===== src/rtl/shifter_iter.sv =====
// shifter_iter: multi-cycle iterative shifter for the execute stage.
// Applies at most STEP bit positions of shift per clock in one of four
// modes (SLL, SRL, SRA, ROR). It processes one operation at a time and
// uses a valid/ready handshake on both sides.
//
// Optional feature: define SHIFT_FLAGS_EN to add the registered out_zero
// and out_carry flags.
//
// Ports:
//   clk, rst_n          clock, asynchronous active-low reset
//   in_valid/in_ready   request handshake
//   in_data/in_shamt    operand and shift amount (0..WIDTH-1)
//   in_mode             00 SLL, 01 SRL, 10 SRA, 11 ROR
//   abort               synchronous cancel, highest priority
//   out_valid/out_ready result handshake
//   out_data            result, held while out_valid && !out_ready
//   out_zero/out_carry  result==0 / last bit shifted out (SHIFT_FLAGS_EN)
//
// state | meaning
// IDLE  | waiting for an operation, in_ready high
// SHIFT | working register shifted by min(rem,STEP) per edge
// DONE  | result presented on out_data, out_valid high
module shifter_iter #(
  parameter int WIDTH   = 16,
  parameter int STEP    = 4,
  parameter int SHAMT_W = $clog2(WIDTH)
) (
  input  logic               clk,
  input  logic               rst_n,
  input  logic               in_valid,
  output logic               in_ready,
  input  logic [WIDTH-1:0]   in_data,
  input  logic [SHAMT_W-1:0] in_shamt,
  input  logic [1:0]         in_mode,
  input  logic               abort,
  output logic               out_valid,
  input  logic               out_ready,
  output logic [WIDTH-1:0]   out_data
`ifdef SHIFT_FLAGS_EN
  ,
  output logic               out_zero,
  output logic               out_carry
`endif
);

  typedef enum logic [1:0] {IDLE, SHIFT, DONE} state_t;

  localparam logic [SHAMT_W-1:0] STEP_L  = SHAMT_W'(STEP);
  localparam logic [SHAMT_W:0]   WIDTH_L = (SHAMT_W+1)'(WIDTH);

  state_t             state, state_nxt;
  logic [WIDTH-1:0]   work;
  logic [WIDTH-1:0]   step_res;
  logic [1:0]         mode;
  logic [SHAMT_W-1:0] rem;
  logic [SHAMT_W-1:0] s;
  logic [SHAMT_W:0]   s_comp;
  logic               sign;
  logic               accept;
  logic               last_step;

  assign in_ready  = (state == IDLE) && rst_n;
  assign out_valid = (state == DONE);
  assign accept    = (state == IDLE) && in_valid && !abort;
  assign s         = (rem < STEP_L) ? rem : STEP_L;
  assign last_step = (rem == s);
  // Left part of the rotate; s==0 gives a shift by WIDTH, i.e. all zeros.
  assign s_comp    = WIDTH_L - {1'b0, s};

  always_comb begin
    step_res = work;
    case (mode)
      2'b00: step_res = work << s;
      2'b01: step_res = work >> s;
      2'b10: step_res = (work >> s) | (sign ? ~({WIDTH{1'b1}} >> s) : '0);
      2'b11: step_res = (work >> s) | (work << s_comp);
      default: step_res = work;
    endcase
  end

`ifdef SHIFT_FLAGS_EN
  // The last bit leaving during the final step is the last bit leaving
  // overall, so the carry needs only the final step's view of work.
  localparam logic [SHAMT_W-1:0] ONE = SHAMT_W'(1);
  localparam logic [WIDTH-1:0]   MSB = {1'b1, {(WIDTH-1){1'b0}}};
  localparam logic [WIDTH-1:0]   LSB = {{(WIDTH-1){1'b0}}, 1'b1};
  logic step_carry;

  always_comb begin
    step_carry = 1'b0;
    case (mode)
      2'b00:        step_carry = |(work & (MSB >> (s - ONE)));
      2'b01, 2'b10: step_carry = |(work & (LSB << (s - ONE)));
      default:      step_carry = step_res[WIDTH-1];
    endcase
  end
`endif

  always_ff @(posedge clk or negedge rst_n) begin
    if (!rst_n) state <= IDLE;
    else        state <= state_nxt;
  end

  always_comb begin
    state_nxt = state;
    case (state)
      IDLE:    if (accept) state_nxt = (in_shamt == '0) ? DONE : SHIFT;
      SHIFT:   if (abort) state_nxt = IDLE;
               else if (last_step) state_nxt = DONE;
      DONE:    if (abort || out_ready) state_nxt = IDLE;
      default: state_nxt = IDLE;
    endcase
  end

  always_ff @(posedge clk or negedge rst_n) begin
    if (!rst_n) begin
      work      <= '0;
      mode      <= '0;
      rem       <= '0;
      sign      <= 1'b0;
      out_data  <= '0;
`ifdef SHIFT_FLAGS_EN
      out_zero  <= 1'b0;
      out_carry <= 1'b0;
`endif
    end else begin
      case (state)
        IDLE: if (accept) begin
          work <= in_data;
          mode <= in_mode;
          rem  <= in_shamt;
          sign <= in_data[WIDTH-1];
          if (in_shamt == '0) begin
            out_data  <= in_data;
`ifdef SHIFT_FLAGS_EN
            out_zero  <= (in_data == '0);
            out_carry <= 1'b0;
`endif
          end
        end
        SHIFT: if (!abort) begin
          work <= step_res;
          rem  <= rem - s;
          if (last_step) begin
            out_data  <= step_res;
`ifdef SHIFT_FLAGS_EN
            out_zero  <= (step_res == '0);
            out_carry <= step_carry;
`endif
          end
        end
        default: ;
      endcase
    end
  end

endmodule


===== config.mk =====
export PLATFORM = sky130hd
export DESIGN_NAME = shifter_iter
export DESIGN_NICKNAME = d
export VERILOG_FILES = /design/src/rtl/shifter_iter.sv
export SDC_FILE = /design/constraint.sdc
export NUM_CORES = 1
export LEC_CHECK = 0
export CAP_MARGIN = 40
export CORE_ASPECT_RATIO = 0.75
export CORE_MARGIN = 2
export CORE_UTILIZATION = 39
export DETAILED_ROUTE_END_ITERATION = 10
export GPL_ROUTABILITY_DRIVEN = 1
export SYNTH_ARGS = -nofsm -noshare
export SYNTH_HDL_FRONTEND = slang
export SYNTH_SLANG_ARGS = --single-unit

===== constraint.sdc =====
create_clock -name clk -period 3.45 [get_ports clk]
set_clock_uncertainty 0.2 [all_clocks]
set_input_delay 0.345 -clock clk [delete_from_list [all_inputs] [get_ports clk]]
set_output_delay 0.345 -clock clk [all_outputs]
set_load 0.01 [all_outputs]

* Word-level counts from Yosys, hierarchy flattened
Index checks and enable logic that the tools add are counted.
** Word-level totals
- Bits in registers :: 41
- Latch bits :: 0
- Bits in writable memories :: 0
- ROM bits :: 0
- Memories :: 0
** Cells by class
- Add/sub/neg operators :: 2
- Multiply operators :: 0
- Div/mod/pow operators :: 0
- $lt $le $gt $ge :: 1
- Equal/unequal tests :: 12
- Shift-type cells :: 4
- Mux-type cells :: 20
- Bitwise operators :: 3
- Reduce and logical (&&, ||, !) cells :: 13
** Operators with widths (count)
- 16-bit 2-to-1 mux :: 7
- 16-bit case mux with 2 select lines :: 2
- 16-bit case mux with 4 select lines :: 1
- 16-bit OR :: 2
- 16-bit inverter :: 1
- 16-bit by 4-bit << shifter with 16-bit output :: 1
- 16-bit by 5-bit << shifter with 16-bit output :: 1
- 16-bit by 4-bit right shift with 16-bit output :: 1
- 16-bit by 4-bit right shift with 16-bit output, first input constant :: 1
- 4-bit 2-to-1 mux :: 3
- 2-bit 2-to-1 mux :: 5
- 4-bit case mux with 2 select lines :: 1
- 2-bit == test, second input constant :: 3
- 2-bit != test, second input constant :: 3
- 2-bit case mux with 3 select lines :: 1
- 3-bit AND reduction :: 2
- 5-bit AND reduction :: 1
- 5-bit by 4-bit subtractor with 5-bit output, first input constant :: 1
- 2-bit by 1-bit == test with 1-bit output, second input constant :: 2
- 4-bit == test :: 1
- 2-bit logical NOT :: 2
- 4-bit logical NOT :: 1
- 4-bit by 3-bit less-than comparator with 1-bit output, second input constant :: 1
- 2-bit by 1-bit != test with 1-bit output, second input constant :: 2
- other kinds (7) :: 9

* Longest topological paths before layout
Gate-level depths: netlist of the first run.
- Depth after elaboration :: 10
- Gate-level depth with buffers :: 13
- Gate-level depth less buffers :: 10

* Least setup slack after synthesis of the first run
No wires, ideal clock.
- Path type :: reg2reg
- Start point :: reg rem[3]
- End point :: reg work[15]
- Data arrival time :: 2.727 ns
- Path slack :: 0.428 ns
- Cell stages (with the launch flop) :: 13
- Buffers on the path :: 2
- Cell sequence :: dfrtp_1 -> buf_6 -> nor3b_1 -> inv_1 -> ha_1 -> inv_1 -> ha_1 -> buf_2 -> mux2i_1 -> mux4_2 -> nor3_1 -> nor3_1 -> o31ai_1
** On the way
- Cells in the longest elaborated chain, start to end :: 9
- Elaborated cells between the ends (all ways) :: 14
- Those cells by class :: add/sub: 1; order compare: 1; shift: 4; mux: 5; bitwise: 3
** Ends and longest elaborated chain
- from (decl) :: RTL line 55 : logic [SHAMT_W-1:0] rem;
- from (signal assigned) :: RTL line 131 : rem <= in_shamt;
- from (signal assigned) :: RTL line 143 : rem <= rem - s;
- 4-bit by 3-bit less-than comparator with 1-bit output :: RTL line 65 : assign s = (rem < STEP_L) ? rem : STEP_L;
- 4-bit 2-to-1 mux * :: RTL line 65
- branches (longest 4 deep; another with 5-bit by 4-bit subtractor with 5-bit output)
- 16-bit case mux with 4 select lines * :: RTL line 72 : case (mode)
- 16-bit 2-to-1 mux * :: RTL line 141 : SHIFT: if (!abort) begin
- 16-bit case mux with 2 select lines * :: RTL line 127 : case (state)
- to (signal assigned) :: RTL line 129 : work <= in_data;
- to (signal assigned) :: RTL line 142 : work <= step_res;
- to (decl) :: RTL line 52 : logic [WIDTH-1:0] work;
Every way passes the cells marked *. The select of a mux whose other input is x is not followed.
A chain may end at the register's enable or synchronous reset.

* Worst setup path in the final report of the first run
Same ends and word-level chain as after synthesis.

==> out/metrics.cfg, run 1 <==
[worst_setup_path]
crit_fanout = 10
criticalPathCategory = register to register
cp.arrival_ns = 3.15
worstPathBufferInverterCount = 2
crit_slowest_cell = mux4_2
crit_path_max_incr_delay_ns = 0.54
reg2reg_to = work[15]
start_kind = register
path_cells = nor3b_1 -> inv_1 -> ha_1 -> inv_1 -> ha_1 -> mux2i_1 -> mux4_2 -> nor3_1 -> nor3_1 -> o31ai_1
worst_r2r_path_depth = 10
crit_required_ns = 3.46
crit_family = multiplexers
end_kind = register
r2r_setup_slack_ns = 0.31
reg2reg_from = rem[3]

[placement]
finalWeightedCongestion = 0.999
port_buffers = 44
post-dp-hpwl_mm = 10.1
dp_cells = 621

[clocking]
cts_made_buffers = 5
cts_max_path_buffers = 2
postCtsSetupBuffers = 0
cts_resized = 0
cts.root.buffer_cell = clkbuf_16
path_clk_slew_ns = 0.07
clk-insertion-delay-late_ns = 0.30
cts_tree = yes
cts-htree-levels = 2
holdBufCountCts = 0
cts_sinks = 41

[drt]
wl_mm = 14.5
drc = 0
wl_per_cell_um = 23.1
first_iter_violations = 438
drt_pass1_iterations = 5
vias_per_cell = 6.53
ant_nets = 0
vias = 4110

[power]
p_leak_nw = 1.84
vdd_ir_drop_max_mv = 0.400
powerDensity_nw_per_um2 = 1160

[global_route]
grt_max_degree = 42
grt_pass1_wl_mm = 23.1
grt_pass1_vias = 3832
track_usage_pct = 26.8
grt_remaining_overflow = 0
antenna_found_initial = 0

[synthesis]
seq_area_frac_synth_pct = 25.0
synth_cell_type_count = 73
yosysWarnings = 0
netlist_instances = 467
synth_area_per_cell_um2 = 8.80
synth_flop_cell = dfrtp_1
synthArstFlopShare_pct = 100
synth_nets = 499
synth_seq_cells = 41
synth.cell_area_um2 = 4110
synth-edff-count = 0

[min_path]
worstHoldPathType = input pin to asynchronous set/reset pin

[timing]
maxSlewHeadroom_pct = 48.8
tightest_slew_ns = 0.758
fin_crit_sh_pct = 91.1
fin_crit_ns = 3.14
rsz0062_at_grt = no
hold_viol = 0
max_clock_freq_ghz = 0.318
final.setup.tns_ns = 0
finalSetupViolCount = 0
drv_slew = 0

[cells_and_area]
final_cell_mix = 54 x nand2_1, 43 x clkdlybuf4s50_1, 41 x dfrtp_1
drive_above_1_share_pct = 19.1
seq_area_um2 = 1030
instances_no_fill = 629
final_common_cell = nand2_1
multi_input_area_um2 = 2770
nFillCells = 1031
diodes = 0
area_delta_synth_final_pct = 17.3
nets = 524

[outcome]
status = finished, final reports clean

[floorplanning]
io_pins = 45
die_h_um = 92.9
initial_utilization_pct = 40.1
die_area_um2 = 11400
fp.dieW_um = 123
row_count = 32
coreArea_um2 = 10200

[job]
max-cap-violations = 0

[worst max path at each step]
stage | startpoint | end | depth (start not counted) | slack [ns]
floorplan | rem[3] | work[15] | 12 | 0.43
global placement | rem[3] | work[15] | 10 | 0.37
detailed placement | rem[3] | work[15] | 10 | 0.35
CTS | rem[3] | work[15] | 10 | 0.32
global route | rem[3] | out_data[15] | 10 | 0.14
finish | rem[3] | work[15] | 10 | 0.31
[through the flow]
step	total power, W	setup slack (ns)	instance area [µm²]	hold WS [ns]	util (%)
3_5_place_dp	0.00487	0.346	4650	0.273	45.4
2_1_floorplan	0.00375	0.428	4110	-0.151	-
5_1_grt	0.00591	0.139	4820	0.0662	47.0
4_1_cts	0.00546	0.315	4820	0.0487	47.0
3_3_place_gp	0.00488	0.366	4640	0.269	45.2
6_report	0.00557	0.308	4820	0.0170	47.0
[worst reg2reg max path: stages (launching register included)]
cell,delay (ns)
dfrtp_1,0.43
nor3b_1,0.28
inv_1,0.13
ha_1,0.24
inv_1,0.07
ha_1,0.36
mux2i_1,0.21
mux4_2,0.54
nor3_1,0.23
nor3_1,0.12
o31ai_1,0.24
[cell families (layout without fill, tap and decap cells)]
group / after synthesis / after routing / synth area share [%]
adder cells (fa/ha/maj): 5 / 5 / 1.52
other: 1 / 1 / 0.0913
flip-flops: 41 / 41 / 25.0
buffers and inverters: 64 / 90 / 7.92
multiplexers: 74 / 74 / 23.9
AO/OA/AOI/OAI: 147 / 147 / 24.2
AND/OR/NAND/NOR: 135 / 135 / 17.4
[sequential cells by signal, summed over array words and instances (netlist names)]
signal    cells
mode          2
out_data     16
rem           4
sign          1
state         2
work         16
[layer usage]
metal / share of wire, % / up-vias / global-route usage (%)
li1: - / 1831 / -
met1: 47 / 2010 / 42.6
met2: 40 / 242 / 35.6
met3: 10 / 27 / 6.10
met4: 1.8 / 0 / 6.32
met5: 0 / - / 0
[Yosys cell counts (all sizes together) (6+ instances only)]
cell type  count  area share [%]
nand3         11             1.3
a31oi         11             1.7
nor2          24             2.3
o21ai         35             4.3
a211oi         8             1.5
nor2b          6            0.91
dfrtp         41              25
o22ai          6            0.91
mux4          16             9.0
o31ai         13             2.4
buf           28             4.6
mux2i         34             8.3
nor3           6            0.73
nand2         56             5.2
mux2          24             6.6
clkbuf        26             2.4
inv           10            0.91
a21oi         32             4.0
[power breakdown]
part / leakage [nW] / switching (W) / total [W] / internal [W]
registers: 0.491 / 0.000487 / 0.00118 / 0.000698
clock network: 0.0810 / 0.000229 / 0.000573 / 0.000344
logic: 1.27 / 0.00211 / 0.00381 / 0.00170
total: 1.84 / 0.00283 / 0.00557 / 0.00275
[final cells by class]
class	instances	area share (%)
multi-input cells	362	57.4
clock inverters	2	0.805
repair buffers	72	13.6
well taps	136	3.53
inverters	10	0.779
clock buffers	6	2.67
flip-flops and latches	41	21.3
(Power assumes the default switching activity.)
==> run 2: changes to the inputs <==
Settings changed: CORE_UTILIZATION 39 to 26.
==> run 2 against run 1 <==
Against the previous run: register-to-register slack lost 0.07 ns; final area increased by 1.3%; die area up 48%; largest cell class unchanged.
==> out/metrics.cfg, run 2 (synthesis results as in run 1) <==
[global_route]
grt_pass1_vias = 4081
track_usage_pct = 18.6
grt_max_degree = 42
antenna_found_initial = 0
grt_remaining_overflow = 0
grt_pass1_wl_mm = 24.2

[floorplanning]
row_count = 39
die_h_um = 113
initial_utilization_pct = 26.8
coreArea_um2 = 15300
io_pins = 45
fp.dieW_um = 149
die_area_um2 = 16800

[timing]
max_clock_freq_ghz = 0.312
maxSlewHeadroom_pct = 54.8
hold_ws_ns = 0.0398
finalSetupViolCount = 0
fin_crit_ns = 3.21
hold_viol = 0
rsz0062_at_grt = no
fin_crit_sh_pct = 93.0
tightest_slew_ns = 0.669
final.setup.tns_ns = 0
drv_slew = 0

[worst_setup_path]
r2r_setup_slack_ns = 0.24
reg2reg_to = out_data[15]
crit_end = out_data[15]
path_cells = nor3b_1 -> inv_1 -> ha_1 -> inv_1 -> ha_1 -> mux2i_1 -> mux4_2 -> nor3_1 -> nor3_1 -> o31ai_1
cp.depth = 10
worstPathBufferInverterCount = 2
crit_family = multiplexers
crit_path_max_incr_delay_ns = 0.54
criticalPathCategory = register to register
cp.arrival_ns = 3.21
crit_slowest_cell = mux4_2
crit_fanout = 10
end_kind = register
start_kind = register
worst_r2r_path_depth = 10
setup.worst_path.start = rem[3]
crit_required_ns = 3.45
reg2reg_from = rem[3]

[placement]
port_buffers = 44
finalWeightedCongestion = 0.965
dp_cells = 688
post-dp-hpwl_mm = 10.7

[clocking]
cts_sinks = 41
path_clk_slew_ns = 0.07
postCtsSetupBuffers = 0
cts_resized = 0
clk-insertion-delay-late_ns = 0.30
holdBufCountCts = 0
cts_max_path_buffers = 2
cts_tree = yes
cts.root.buffer_cell = clkbuf_16
cts-htree-levels = 2
cts_made_buffers = 5

[cells_and_area]
drive_above_1_share_pct = 18.8
instances_no_fill = 695
reg.largest.list = out_data x16, work x16, rem x4
final_cell_mix = 54 x nand2_1, 43 x clkdlybuf4s50_1, 41 x dfrtp_1
area_delta_synth_final_pct = 18.9
final_common_cell = nand2_1
nets = 522
diodes = 0

[outcome]
status = finished, final reports clean

[power]
powerDensity_nw_per_um2 = 1140
p_leak_nw = 1.83
vdd_ir_drop_max_mv = 0.427

[job]
max-cap-violations = 0

[drt]
vias_per_cell = 5.92
wl_per_cell_um = 22.2
ant_nets = 0
drt_pass1_iterations = 8
vias = 4113
first_iter_violations = 449
wl_mm = 15.4
drc = 0

[min_path]
worstHoldPathType = input pin to asynchronous set/reset pin

run 2: cell count changes in the layout (fill, tap and decap cells not counted), sizes merged:
| cell | before | now |
|---|---|---|
| clkbuf | 6 | 5 |
| buf | 29 | 27 |
run 2: worst min path at each step:
stage | from | end | slack [ns] | cells after the start
4_1_cts | rst_n | mode[1] | 0.07 | 2
3_5_place_dp | out_data[7] | out_data[7] | 0.28 | 2
3_3_place_gp | out_data[8] | out_data[8] | 0.28 | 2
2_1_floorplan | rst_n | mode[0] | -0.15 | 0
5_1_grt | rst_n | mode[1] | 0.11 | 2
6_report | rst_n | mode[1] | 0.04 | 2
run 2: cell type report:
cell class                 instances  area (µm²)
fill                            1612       10400
clock inverter                     2        35.0
timing repair buffer              70         638
clock buffer                       5         125
tap                              205         256
inverter                          10        37.5
multi-input combinational        362        2770
sequential                        41        1030
run 2: per-stage QoR:
step	cell area [µm²]	utilization, %	total power [W]	setup WS (ns)
after global routing	4880	31.9	0.00589	0.0890
after floorplan	4110	-	0.00375	0.428
after CTS	4880	31.9	0.00546	0.284
after global placement	4710	30.7	0.00488	0.341
after detailed placement	4720	30.8	0.00490	0.287
final	4880	31.9	0.00556	0.241
run 2: per-layer routing:
layer	track usage [%]	part of all wire [%]	vias to the layer above	wire length [µm]
met4	5.33	2.5	0	387
li1	-	-	1828	-
met5	0	0	-	0
met3	4.48	9.5	40	1470
met2	26.4	41	247	6350
met1	27.8	47	1998	7220
run 2: power by group:
group	internal [W]	switching (W)
Sequential	0.000697	0.000516
Clock	0.000337	0.000210
Combinational	0.00169	0.00211
Total	0.00273	0.00284
